## src/rtl/load_store_unit_if.sv

```systemverilog
// Request, bus and writeback signals of the load/store unit.
// slave is the unit itself; master is the address-unit/memory side driving it.
interface load_store_unit_if #(
  parameter int WIDTH = 32
);
  localparam int NB = WIDTH / 8;

  logic             i_valid;
  logic [WIDTH-1:0] i_addr;
  logic [WIDTH-1:0] i_wdata;
  logic             i_store;
  logic [1:0]       i_size;
  logic             i_unsigned;
  logic             o_busy;
  logic             o_mem_req;
  logic             o_mem_we;
  logic [WIDTH-1:0] o_mem_addr;
  logic [WIDTH-1:0] o_mem_wdata;
  logic [NB-1:0]    o_mem_wstrb;
  logic             i_mem_ack;
  logic [WIDTH-1:0] i_mem_rdata;
  logic             o_valid;
  logic [WIDTH-1:0] o_rdata;
  logic             o_misaligned;

  modport slave (
    input  i_valid, i_addr, i_wdata, i_store, i_size, i_unsigned, i_mem_ack, i_mem_rdata,
    output o_busy, o_mem_req, o_mem_we, o_mem_addr, o_mem_wdata, o_mem_wstrb,
           o_valid, o_rdata, o_misaligned
  );

  modport master (
    output i_valid, i_addr, i_wdata, i_store, i_size, i_unsigned, i_mem_ack, i_mem_rdata,
    input  o_busy, o_mem_req, o_mem_we, o_mem_addr, o_mem_wdata, o_mem_wstrb,
           o_valid, o_rdata, o_misaligned
  );
endinterface

```

## src/rtl/load_store_unit.sv

```systemverilog
// Single-outstanding load/store unit: aligns stores onto byte lanes, extracts and
// extends loads, and reports misaligned accesses without issuing a bus cycle.
module load_store_unit #(
  parameter int WIDTH = 32
) (
  input logic               i_clk,
  input logic               i_rst,
  load_store_unit_if.slave  bus
);
  localparam int NB = WIDTH / 8;
  localparam int LB = $clog2(NB);

  typedef enum logic [1:0] {
    IDLE = 2'd0,
    REQ  = 2'd1,
    DONE = 2'd2
  } state_t;

  state_t           state_q, state_d;
  logic [WIDTH-1:0] addr_q, addr_d;
  logic [WIDTH-1:0] wdata_q, wdata_d;
  logic [WIDTH-1:0] rdata_q, rdata_d;
  logic [NB-1:0]    wstrb_q, wstrb_d;
  logic [LB-1:0]    lane_q, lane_d;
  logic [1:0]       size_q, size_d;
  logic             we_q, we_d;
  logic             uns_q, uns_d;
  logic             mis_q, mis_d;
  logic             fault;

  function automatic logic is_fault(input logic [1:0] size, input logic [2:0] a);
    case (size)
      2'd0:    return 1'b0;
      2'd1:    return a[0];
      2'd2:    return a[1:0] != 2'b00;
      default: return (WIDTH == 32) ? 1'b1 : (a != 3'b000);
    endcase
  endfunction

  function automatic logic [NB-1:0] lane_strb(input logic [1:0] size, input logic [LB-1:0] lane);
    return NB'(((32'd1 << (32'd1 << size)) - 32'd1) << lane);
  endfunction

  // Shift the addressed lane down to bit 0, then sign- or zero-extend to WIDTH.
  function automatic logic [WIDTH-1:0] extend_load(input logic [WIDTH-1:0] rdata,
                                                   input logic [1:0]       size,
                                                   input logic [LB-1:0]    lane,
                                                   input logic             uns);
    logic [WIDTH-1:0]  s;
    logic signed [7:0]  b;
    logic signed [15:0] h;
    logic signed [31:0] w;
    s = rdata >> {lane, 3'b000};
    b = s[7:0];
    h = s[15:0];
    w = s[31:0];
    case (size)
      2'd0:    return uns ? WIDTH'(s[7:0])  : WIDTH'(b);
      2'd1:    return uns ? WIDTH'(s[15:0]) : WIDTH'(h);
      2'd2:    return uns ? WIDTH'(s[31:0]) : WIDTH'(w);
      default: return s;
    endcase
  endfunction

  assign fault = is_fault(bus.i_size, bus.i_addr[2:0]);

  always_comb begin
    state_d = state_q;
    addr_d  = addr_q;
    wdata_d = wdata_q;
    rdata_d = rdata_q;
    wstrb_d = wstrb_q;
    lane_d  = lane_q;
    size_d  = size_q;
    we_d    = we_q;
    uns_d   = uns_q;
    mis_d   = mis_q;
    case (state_q)
      IDLE: begin
        if (bus.i_valid) begin
          lane_d  = bus.i_addr[LB-1:0];
          addr_d  = {bus.i_addr[WIDTH-1:LB], {LB{1'b0}}};
          wdata_d = bus.i_wdata << {bus.i_addr[LB-1:0], 3'b000};
          wstrb_d = (bus.i_store && !fault) ? lane_strb(bus.i_size, bus.i_addr[LB-1:0]) : '0;
          we_d    = bus.i_store & ~fault;
          size_d  = bus.i_size;
          uns_d   = bus.i_unsigned;
          mis_d   = fault;
          rdata_d = '0;
          state_d = fault ? DONE : REQ;
        end
      end
      REQ: begin
        if (bus.i_mem_ack) begin
          if (!we_q) rdata_d = extend_load(bus.i_mem_rdata, size_q, lane_q, uns_q);
          state_d = DONE;
        end
      end
      DONE:    state_d = IDLE;
      default: state_d = IDLE;
    endcase
  end

  always_ff @(posedge i_clk) begin
    if (i_rst) begin
      state_q <= IDLE;
      addr_q  <= '0;
      wdata_q <= '0;
      rdata_q <= '0;
      wstrb_q <= '0;
      lane_q  <= '0;
      size_q  <= '0;
      we_q    <= 1'b0;
      uns_q   <= 1'b0;
      mis_q   <= 1'b0;
    end else begin
      state_q <= state_d;
      addr_q  <= addr_d;
      wdata_q <= wdata_d;
      rdata_q <= rdata_d;
      wstrb_q <= wstrb_d;
      lane_q  <= lane_d;
      size_q  <= size_d;
      we_q    <= we_d;
      uns_q   <= uns_d;
      mis_q   <= mis_d;
    end
  end

  assign bus.o_busy       = (state_q != IDLE);
  assign bus.o_mem_req    = (state_q == REQ);
  assign bus.o_mem_we     = we_q;
  assign bus.o_mem_addr   = addr_q;
  assign bus.o_mem_wdata  = wdata_q;
  assign bus.o_mem_wstrb  = wstrb_q;
  assign bus.o_valid      = (state_q == DONE);
  assign bus.o_rdata      = (state_q == DONE) ? rdata_q : '0;
  assign bus.o_misaligned = (state_q == DONE) & mis_q;
endmodule

```

## src/flat_wrapper.sv

```systemverilog
// flat-port wrapper written by rule: the top's interface ports become plain ports
module load_store_unit_flat 
#(
  parameter int WIDTH = 32
)
  (i_clk, i_rst, bus_i_valid, bus_i_addr, bus_i_wdata, bus_i_store, bus_i_size, bus_i_unsigned, bus_i_mem_ack, bus_i_mem_rdata, bus_o_busy, bus_o_mem_req, bus_o_mem_we, bus_o_mem_addr, bus_o_mem_wdata, bus_o_mem_wstrb, bus_o_valid, bus_o_rdata, bus_o_misaligned);
  load_store_unit_if #(.WIDTH(WIDTH)) bus_i ();
  input logic i_clk;
  input logic i_rst;
  input wire logic [$bits(bus_i.i_valid)-1:0] bus_i_valid;
  input wire logic [$bits(bus_i.i_addr)-1:0] bus_i_addr;
  input wire logic [$bits(bus_i.i_wdata)-1:0] bus_i_wdata;
  input wire logic [$bits(bus_i.i_store)-1:0] bus_i_store;
  input wire logic [$bits(bus_i.i_size)-1:0] bus_i_size;
  input wire logic [$bits(bus_i.i_unsigned)-1:0] bus_i_unsigned;
  input wire logic [$bits(bus_i.i_mem_ack)-1:0] bus_i_mem_ack;
  input wire logic [$bits(bus_i.i_mem_rdata)-1:0] bus_i_mem_rdata;
  output wire logic [$bits(bus_i.o_busy)-1:0] bus_o_busy;
  output wire logic [$bits(bus_i.o_mem_req)-1:0] bus_o_mem_req;
  output wire logic [$bits(bus_i.o_mem_we)-1:0] bus_o_mem_we;
  output wire logic [$bits(bus_i.o_mem_addr)-1:0] bus_o_mem_addr;
  output wire logic [$bits(bus_i.o_mem_wdata)-1:0] bus_o_mem_wdata;
  output wire logic [$bits(bus_i.o_mem_wstrb)-1:0] bus_o_mem_wstrb;
  output wire logic [$bits(bus_i.o_valid)-1:0] bus_o_valid;
  output wire logic [$bits(bus_i.o_rdata)-1:0] bus_o_rdata;
  output wire logic [$bits(bus_i.o_misaligned)-1:0] bus_o_misaligned;
  assign bus_i.i_valid = bus_i_valid;
  assign bus_i.i_addr = bus_i_addr;
  assign bus_i.i_wdata = bus_i_wdata;
  assign bus_i.i_store = bus_i_store;
  assign bus_i.i_size = bus_i_size;
  assign bus_i.i_unsigned = bus_i_unsigned;
  assign bus_i.i_mem_ack = bus_i_mem_ack;
  assign bus_i.i_mem_rdata = bus_i_mem_rdata;
  assign bus_o_busy = bus_i.o_busy;
  assign bus_o_mem_req = bus_i.o_mem_req;
  assign bus_o_mem_we = bus_i.o_mem_we;
  assign bus_o_mem_addr = bus_i.o_mem_addr;
  assign bus_o_mem_wdata = bus_i.o_mem_wdata;
  assign bus_o_mem_wstrb = bus_i.o_mem_wstrb;
  assign bus_o_valid = bus_i.o_valid;
  assign bus_o_rdata = bus_i.o_rdata;
  assign bus_o_misaligned = bus_i.o_misaligned;
  load_store_unit #(.WIDTH(WIDTH)) u_core (.i_clk(i_clk), .i_rst(i_rst), .bus(bus_i));
endmodule
```

## config.mk

```make
export PLATFORM = sky130hd
export DESIGN_NAME = load_store_unit_flat
export DESIGN_NICKNAME = d
export VERILOG_FILES = /design/src/rtl/load_store_unit_if.sv /design/src/rtl/load_store_unit.sv /design/src/flat_wrapper.sv
export SDC_FILE = /design/constraint.sdc
export NUM_CORES = 1
export LEC_CHECK = 0
export CAP_MARGIN = 20
export CORE_MARGIN = 8
export CORE_UTILIZATION = 45
export CTS_CLUSTER_SIZE = 20
export DETAILED_ROUTE_END_ITERATION = 10
export PLACE_DENSITY = 0.83
export SKIP_LAST_GASP = 1
export SYNTH_ARGS = -nofsm -noshare
export SYNTH_HDL_FRONTEND = slang
export SYNTH_SLANG_ARGS = --single-unit
```

## constraint.sdc

```tcl
create_clock -name i_clk -period 3.9 [get_ports i_clk]
set_input_delay 0.585 -clock i_clk [delete_from_list [all_inputs] [get_ports i_clk]]
set_output_delay 0.585 -clock i_clk [all_outputs]
set_load 0.02 [all_outputs]
```

==> flow_summary.toml <==
[sta]
fin_crit_ns = 2.66
slew_violations = 0
skew_ns = 0.00751
rsz0062_at_grt = "false"
worst_pin_slew_ns = 1.07
period_share_pct = 68.2
hold_viol_final = 0
fmax_ghz = 0.376
fin_setup_tns_ns = 0
holdWs_ns = 0.454
finalSetupViolations = 0
max-slew-margin-rel_pct = 28.3

[setup_path]
path_max_fanout = 16
cp_num_buf_inv = 1
worst_path_dominant_cell_family = "simple AND/OR/NAND/NOR gates"
worstSetupPathType = "input pin to register"
worst_ep_arrival_time_ns = 2.91
cp_slowest_stage_delay_ns = 0.59
crit_path_start = "bus_i_mem_ack"
required_ns = 4.15
reg2reg_from = "u_core.state_q[0]$_SDFFE_PP0P_"
worstSetupStartpointType = "input pin"
end_kind = "register"
cpMaxStageDelayCell = "nor2b_1"
crit_chain = "clkdlybuf4s50_1 > and4bb_2 > nor2b_1 > o2111ai_2 > o21ai_0"

[cts]
cts_hold_buf = 0
clock_latency_ns = 0.35
root_buffer = "clkbuf_16"
cts_tree = "built"
clock_path_buffers = 2
cts_buffers = 9
clkTransAtPathRegs_ns = 0.07
ctsResizeCount = 0
clkSinkCount = 107
htreeDepth = 3
post_cts_buffers = 0

[pwr]
ir_worst_vdd_v = 0.000245
power.density_mw_per_mm2 = 363
power.internal_mw = 1.97
p_sw_share_pct = 27.8
pwr-share-clk_pct = 34.5
combPwrFrac_pct = 21.8
p_total_mw = 2.72
pwr-share-seq_pct = 43.7
p_leak_nw = 2.76
p_switching_uw = 756

[final_layout]
n_antenna_cell = 0
area_delta_synth_final_pct = 46.5
fin_cells = 926
seq_area_mm2 = 0.00214
multiInputGateArea_mm2 = 0.00273
fin_nets = 883
fillerInstances = 907
final_util_pct = 66.5
drive_above_1_share_pct = 8.56

[placement]
numPortBuffers = 206
placedCellCount = 910
gp_congestion = 0.864
dp_hpwl_mm = 13.0

[logic_synthesis]
yosysSeqAreaShare_pct = 41.8
yosys-top-cells-count = "dfxtp_1 (107), nand2_1 (100), a21oi_1 (80)"
yosysTopAreaCellShare_pct = 41.8
ys_ff_latch = 107
yosysWarnings = 0
ys_top_cells_by_area = "dfxtp_1 (42%), a21oi_1 (7.8%), nand2_1 (7.3%)"
synthCells = 606
ys_types = 43
synth_top_area_cell = "dfxtp_1"
synth.avg_cell_area_um2 = 8.45
synthFlopType = "dfxtp_1"
async_reset_ff_share_pct = 0
synth_area_mm2 = 0.00512
yosysMostFrequentCell = "dfxtp_1"
synth_edf_count = 0

[floorplan]
fp.dieArea_mm2 = 0.0151
num_io_pins = 209
die_y_um = 123
initial_utilization_pct = 45.4
fp.dieW_um = 123
rows = 39
design.core.area_mm2 = 0.0113

[routing]
wl_per_cell_um = 18.9
drtIter0Drc = 317
drcViolationCount = 0
post_drt_via_cell_ratio = 5.53
dr.pass1.iters = 5
vias = 5119
routed_wl_mm = 17.5
antenna_left = 0

[job]
cap_violations = 0

[worst_hold_path]
hp-start = "u_core.bus.o_mem_wstrb[2]$_SDFFE_PP0P_"
hold_class = "register to register"

[outcome]
status = "finished clean"

[grt]
busiest_layer = "met2"
gr-total-overflow = 0
grt_pass1_wl_mm = 27.2
first_global_vias = 5303
antenna_found_initial = 1
use_met1_pct = 24.9
met3_usage_pct = 9.38
grt_usage_pct = 22.7
grt_util_met2_pct = 38.1
grt_max_degree = 53
power groups by stage:
stage	combinational [mW]	clock (mW)	sequential [mW]
finish	0.594	0.940	1.19
global route	0.639	0.988	1.20
detailed placement	0.590	0	1.21
floorplan	0.271	0	1.25
global placement	0.576	0	1.21
CTS	0.595	0.946	1.19
flip-flops by register name, indices dropped and copies added (netlist names):
signal,cells
u_core.bus.o_mem_addr,30
u_core.state_q,2
u_core.lane_q,2
u_core.uns_q,1
u_core.bus.o_mem_wdata,32
u_core.bus.o_mem_wstrb,4
u_core.mis_q,1
u_core.bus.o_mem_we,1
u_core.rdata_q,32
u_core.size_q,2
stage by stage:
step	area (um2)	setup WS (ns)
global route	7500	1.12
finish	7500	1.24
floorplan	5120	2.01
CTS	7500	1.23
global placement	7200	1.07
detailed placement	7200	0.940
tightest hold or removal path: cells and delay by family (launching register included):
family	cells	cell delay (ns)
AOI/OAI and AO/OA	1	0.05
DFF	1	0.31
and+or+nand+nor	1	0.05
cell type report:
cell class | count | share of cell area [%]
multi-input cells | 441 | 36.4
clock inverters | 4 | 0.651
flip-flops and latches | 107 | 28.6
repair buffers | 217 | 28.5
inverters | 2 | 0.100
well taps | 143 | 2.39
clock buffers | 12 | 3.42
cell families after synthesis:
kind of cell,Yosys count,share of synthesized area (%)
mux,52,12.7
fa+ha+maj,1,0.244
other cells,1,0.0732
flops,107,41.8
xor+xnor,2,0.342
buf+inv,59,5.08
compound gates,163,19.1
simple gates,221,20.6
final timing paths:
kind | endpoint | cells after the start | slack (ns)
worst min register to register | u_core.bus.o_mem_wstrb[2]$_SDFFE_PP0P_ | 2 | 0.45
worst max register to register | u_core.rdata_q[31]$_SDFFE_PP0P_ | 4 | 1.50
worst min-delay path | u_core.bus.o_mem_wstrb[2]$_SDFFE_PP0P_ | 2 | 0.45
worst max-delay path | u_core.rdata_q[31]$_SDFFE_PP0P_ | 5 | 1.24
per-layer routing:
metal / share of wire (%) / vias to the layer above
li1: - / 2457
met5: 0.057 / -
met2: 47 / 228
met4: 2.6 / 2
met1: 39 / 2396
met3: 11 / 36
cell usage in the layout, fill, tap and decap left out, drive strengths merged, types with 11 or more instances in the layout:
cell type	n
a21oi	80
a22oi	24
and2	33
buf	12
clkbuf	12
clkdlybuf4s50	205
dfxtp	107
mux2	24
mux2i	20
nand2	100
nor2	43
nor3	11
o21ai	28
Note: power is estimated with default switching activity, not from simulation.
